File: src/rtl/multi_lane_hit_reducer.sv
// rtl/multi_lane_hit_reducer.sv - multi-lane closest/any-hit reducer; optional HIT_REDUCER_STATS_EN adds o_hit_count
module multi_lane_hit_reducer #(
    parameter int                 LANES = 4,
    parameter int                 IDX_W = 32,
    parameter logic signed [31:0] MIN_T = 32'sd0
) (
    input  logic                    i_clk,
    input  logic                    i_rstn,
    input  logic                    i_start,
    input  logic [IDX_W-1:0]        i_tri_cnt,
    input  logic                    i_any_hit,
    input  logic                    i_valid,
    output logic                    o_ready,
    input  logic [LANES-1:0]        i_hit,
    input  logic [32*LANES-1:0]     i_t,
    output logic                    o_busy,
    output logic                    o_hit,
    output logic signed [31:0]      o_t,
    output logic [IDX_W-1:0]        o_tri_index,
`ifdef HIT_REDUCER_STATS_EN
    output logic [IDX_W-1:0]        o_hit_count,
`endif
    output logic                    o_finish
);

    localparam logic [1:0] S_IDLE  = 2'd0;
    localparam logic [1:0] S_RUN   = 2'd1;
    localparam logic [1:0] S_DRAIN = 2'd2;
    localparam logic [1:0] S_DONE  = 2'd3;

    // Extra headroom so base + lane never wraps before it is compared with the count.
    localparam int XW = IDX_W + 4;

    logic [1:0]         state;
    logic [XW-1:0]      base;
    logic [IDX_W-1:0]   cnt_q;
    logic               any_q;
    logic               s1_valid;
    logic               s1_hit;
    logic signed [31:0] s1_t;
    logic [IDX_W-1:0]   s1_idx;

    logic               accept;
    logic               last_beat;
    logic               b_found;
    logic signed [31:0] b_t;
    logic [IDX_W-1:0]   b_idx;
    logic [XW-1:0]      lane_idx;
    logic signed [31:0] lane_t;
`ifdef HIT_REDUCER_STATS_EN
    logic [3:0]         b_pop;
    logic [IDX_W:0]     hc_sum;
`endif

    assign o_ready   = (state == S_RUN);
    assign o_busy    = (state == S_RUN) || (state == S_DRAIN);
    assign o_finish  = (state == S_DONE);
    assign accept    = (state == S_RUN) && i_valid;
    assign last_beat = (base + XW'(LANES)) >= {4'b0, cnt_q};

    // Any-hit keeps the first qualifying lane; closest keeps the strictly smaller t.
    always_comb begin
        b_found  = 1'b0;
        b_t      = '0;
        b_idx    = '0;
        lane_idx = '0;
        lane_t   = '0;
`ifdef HIT_REDUCER_STATS_EN
        b_pop    = '0;
`endif
        for (int k = 0; k < LANES; k++) begin
            lane_idx = base + XW'(k);
            lane_t   = i_t[32*k +: 32];
            if (i_hit[k] && (lane_idx < {4'b0, cnt_q}) && (lane_t >= MIN_T)) begin
`ifdef HIT_REDUCER_STATS_EN
                b_pop = b_pop + 4'd1;
`endif
                if (!b_found || (!any_q && (lane_t < b_t))) begin
                    b_found = 1'b1;
                    b_t     = lane_t;
                    b_idx   = lane_idx[IDX_W-1:0];
                end
            end
        end
    end

`ifdef HIT_REDUCER_STATS_EN
    assign hc_sum = {1'b0, o_hit_count} + (IDX_W+1)'(b_pop);
`endif

    always_ff @(posedge i_clk) begin
        if (!i_rstn) begin
            state       <= S_IDLE;
            base        <= '0;
            cnt_q       <= '0;
            any_q       <= 1'b0;
            s1_valid    <= 1'b0;
            s1_hit      <= 1'b0;
            s1_t        <= '0;
            s1_idx      <= '0;
            o_hit       <= 1'b0;
            o_t         <= 32'sh7fffffff;
            o_tri_index <= '0;
`ifdef HIT_REDUCER_STATS_EN
            o_hit_count <= '0;
`endif
        end else if (i_start && (state != S_DONE)) begin
            state       <= (i_tri_cnt == '0) ? S_DONE : S_RUN;
            base        <= '0;
            cnt_q       <= i_tri_cnt;
            any_q       <= i_any_hit;
            s1_valid    <= 1'b0;
            o_hit       <= 1'b0;
            o_t         <= 32'sh7fffffff;
            o_tri_index <= '0;
`ifdef HIT_REDUCER_STATS_EN
            o_hit_count <= '0;
`endif
        end else begin
            s1_valid <= accept;
            if (accept) begin
                s1_hit <= b_found;
                s1_t   <= b_t;
                s1_idx <= b_idx;
                base   <= base + XW'(LANES);
`ifdef HIT_REDUCER_STATS_EN
                o_hit_count <= hc_sum[IDX_W] ? '1 : hc_sum[IDX_W-1:0];
`endif
            end
            // Equal t never replaces: earlier beats always hold lower indices.
            if (s1_valid && s1_hit && (!o_hit || (s1_t < o_t))) begin
                o_hit       <= 1'b1;
                o_t         <= s1_t;
                o_tri_index <= s1_idx;
            end
            case (state)
                S_RUN:   if (accept && (last_beat || (any_q && b_found))) state <= S_DRAIN;
                S_DRAIN: state <= S_DONE;
                S_DONE:  state <= S_IDLE;
                default: state <= S_IDLE;
            endcase
        end
    end

endmodule

File: config.mk
export PLATFORM = sky130hd
export DESIGN_NAME = multi_lane_hit_reducer
export DESIGN_NICKNAME = d
export VERILOG_FILES = /design/src/rtl/multi_lane_hit_reducer.sv
export SDC_FILE = /design/constraint.sdc
export NUM_CORES = 1
export LEC_CHECK = 0
export ABC_AREA = 1
export CORE_MARGIN = 4
export CORE_UTILIZATION = 40
export CTS_CLUSTER_DIAMETER = 50
export DETAILED_ROUTE_END_ITERATION = 8
export GPL_ROUTABILITY_DRIVEN = 0
export MAX_ROUTING_LAYER = met4
export PLACE_DENSITY_LB_ADDON = 0.15
export SYNTH_ARGS = -nofsm -noshare
export SYNTH_HDL_FRONTEND = slang
export SYNTH_SLANG_ARGS = --single-unit
File: constraint.sdc
create_clock -name i_clk -period 9.7 [get_ports i_clk]
set_input_delay 1.94 -clock i_clk [delete_from_list [all_inputs] [get_ports i_clk]]
set_output_delay 1.94 -clock i_clk [all_outputs]
set_load 0.02 [all_outputs]
==> metrics.txt <==
WS Path Type=input pin to flop; global route overflow=0; crit start category=input pin; setup TNS=0 ns; Rows=66; # fillers=3325; I/O pins=237; CTS H-tree depth=4; placed cell count=2532; area of the multi-input gates=8272 µm²; nets@finish=2466; Arr. time, crit path=9.32 ns; synthesized instance count=1926; min-delay worst type=flop to flop; FF+latch area=4004 µm²; asr flop ratio synth=0; root buffer cell=clkbuf_16; cell taking the most area after synthesis=dfxtp_1; top_reg_cell synth=dfxtp_1; CTS tree=done; Clock Sink Count=200; non-filler cells, final=2564; Area growth syn-to-layout=24.40%; number of port buffers=236; flops & latches, synth=200; 1st-pass router iterations=6; f_max=0.1116 GHz; status=completed; clk_skew=0.02300 ns; Post-synth EDFFs=0; die area=36690 µm²; CP top delay family=simple AND/OR/NAND/NOR gates; Max FO, Critical Path=63; post-route ant nets=0; total of max-cap violations=0; antenna cells=0; Die Span Y=191.5 µm; hpwl dp=31.72 mm; Syn. warnings=0; max-slew violations=0; Critical Path RT=10.06 ns; Avg Inst Size Synth=6.997 µm²; slowest CP cell=o21ai_0; Total GRT Usage=0.2225; CP Capture Type=flop; initial antenna violation count=0; initial core utilization=0.4100; first-pass GRT wire length=64.49 mm; total number of vias=13160; relative slew slack=0.2448; post-DR vias/cell=5.133; post-synthesis sequential area ratio=0.2971; most used cell along the critical path=nand2_1; peak supply drop=0.1213 mV; clk_lat worst skew=0.45 ns; Period minus WS final=8.958 ns; Die W=191.5 µm; Iteration-0 DRC Markers=789; DR DRC count=0; P_leak=7.635 nW; fin crit share=0.9235; ratio of cells with drive above 1 in the final layout=0.03346; post-synth top area share=0.2971; Synth cell types=45; Final setup viols=0; Post-Route WL=40.09 mm; final hold slack=0.4634 ns; most frequent cell after synthesis=nand2_1; postcts setup bufs=0; TritonCTS buffer count=17; Mapped Area=13480 µm²; vias in the first global route=12500; top post-synthesis cells by count=nand2_1 (422), inv_1 (220), dfxtp_1 (200); clock-pin transition on the worst setup and hold timing paths=0.08 ns; Cell Pwr Density=129.9 nW/µm²; Wirelength per Cell=15.64 µm; Worst Tran Pin Value=1.126 ns; Core Area=32870 µm²; Buf/Inv on CP=3; max incr delay on CP=0.52 ns; largest net degree at the start of global routing=85; Max clock buf depth=2; Fin. Hold Viols=0; Synth area leaders=dfxtp_1 (30%), ha_1 (17%), nand2_1 (12%)
==> metrics by stage <==
step | util | area (µm²) | power [W] | worst slack, ns
5_1_grt | 0.5101 | 16760 | 0.002306 | -0.006268
3_5_place_dp | 0.4907 | 16130 | 0.001445 | 0.02379
3_3_place_gp | 0.4907 | 16130 | 0.001433 | 0.1123
2_1_floorplan | - | 13480 | 0.001244 | 1.268
6_report | 0.5101 | 16760 | 0.002177 | 0.7419
4_1_cts | 0.5093 | 16740 | 0.002182 | 0.4638
==> area by class of cell <==
| type | count | share of cell area |
|---|---|---|
| inverter | 225 | 0.05038 |
| timing repair buffer | 250 | 0.1479 |
| tap | 442 | 0.03299 |
| sequential | 200 | 0.2388 |
| clock inverter | 14 | 0.01023 |
| clock buffer | 18 | 0.02620 |
| multi-input combinational | 1415 | 0.4934 |
==> state kept, by name, indices dropped and copies added, names as in the netlist <==
register / count
any_q: 1
base: 34
cnt_q: 32
o_hit: 1
o_t: 32
o_tri_index: 32
s1_hit: 1
s1_idx: 32
s1_t: 32
s1_valid: 1
state: 2
==> metal layers <==
metal	track usage	routed length, µm
met5	-	0
met4	0.05083	576
met3	0.02757	1982
met2	0.3157	16190
met1	0.3355	21350
==> power by group <==
| part | internal [W] | switching, W | leakage [nW] |
|---|---|---|---|
| registers | 0.000844 | 0.0000215 | 1.62 |
| clock network | 0.000378 | 0.000361 | 0.299 |
| logic | 0.000228 | 0.000345 | 5.71 |
==> worst register-to-register path, delay by kind of cell (launching register included) <==
kind | cells | cell delay, ns
fa+ha+maj | 4 | 1.26
buf+inv | 2 | 0.48
simple gates | 31 | 3.11
compound gates | 15 | 3.23
flops | 1 | 0.52
==> placed cells by master (no fill, tap or decap), types with 3 or more instances in the layout <==
| cell type | instances |
|---|---|
| nand4_1 | 22 |
| inv_1 | 219 |
| o21ai_0 | 146 |
| o21a_1 | 4 |
| a21oi_1 | 197 |
| o221a_2 | 3 |
| ha_1 | 188 |
| dfxtp_1 | 200 |
| buf_4 | 13 |
| xnor2_1 | 4 |
| inv_2 | 5 |
| nor2_1 | 140 |
| clkbuf_16 | 17 |
| nand2_1 | 422 |
| clkdlybuf4s50_1 | 236 |
| nor2_2 | 3 |
| inv_6 | 6 |
| nor3_1 | 14 |
| o21ai_1 | 6 |
| o211ai_1 | 34 |
| clkinv_8 | 3 |
| conb_1 | 3 |
| a31oi_1 | 4 |
| nor4_1 | 14 |
| a211oi_1 | 14 |
| nand3_1 | 135 |
| xor2_1 | 28 |
| o221ai_1 | 6 |
==> cell families (layout without fill, tap and decap cells) <==
family	count (synthesis)	count (layout)	share of synthesized area
and+or+nand+nor	766	766	0.2394
AOI/OAI and AO/OA	426	426	0.1741
buffers and inverters	313	507	0.09378
DFF	200	200	0.2971
adders and majority gates	188	188	0.1746
xor gates and xnor gates	32	32	0.02080
other	1	3	0.0002783
==> timing repair <==
| action | CTS | global route |
|---|---|---|
| gates resized for setup | 0 | 9 |
| hold buffers | 0 | 0 |
| endpoints found under the setup margin | 0 | 33 |
==> worst paths after layout <==
check,from,endpoint,slack (ns),cells past startpoint
min,s1_idx[12]$_SDFFE_PN0P_,s1_idx[12]$_SDFFE_PN0P_,0.46,2
min reg2reg,s1_idx[12]$_SDFFE_PN0P_,s1_idx[12]$_SDFFE_PN0P_,0.46,2
max reg2reg,base[13]$_SDFFE_PP0P_,s1_t[22]$_SDFFE_PN0P_,1.04,52
max,i_hit[0],s1_t[22]$_SDFFE_PN0P_,0.74,47
(Power assumes the default switching activity.)
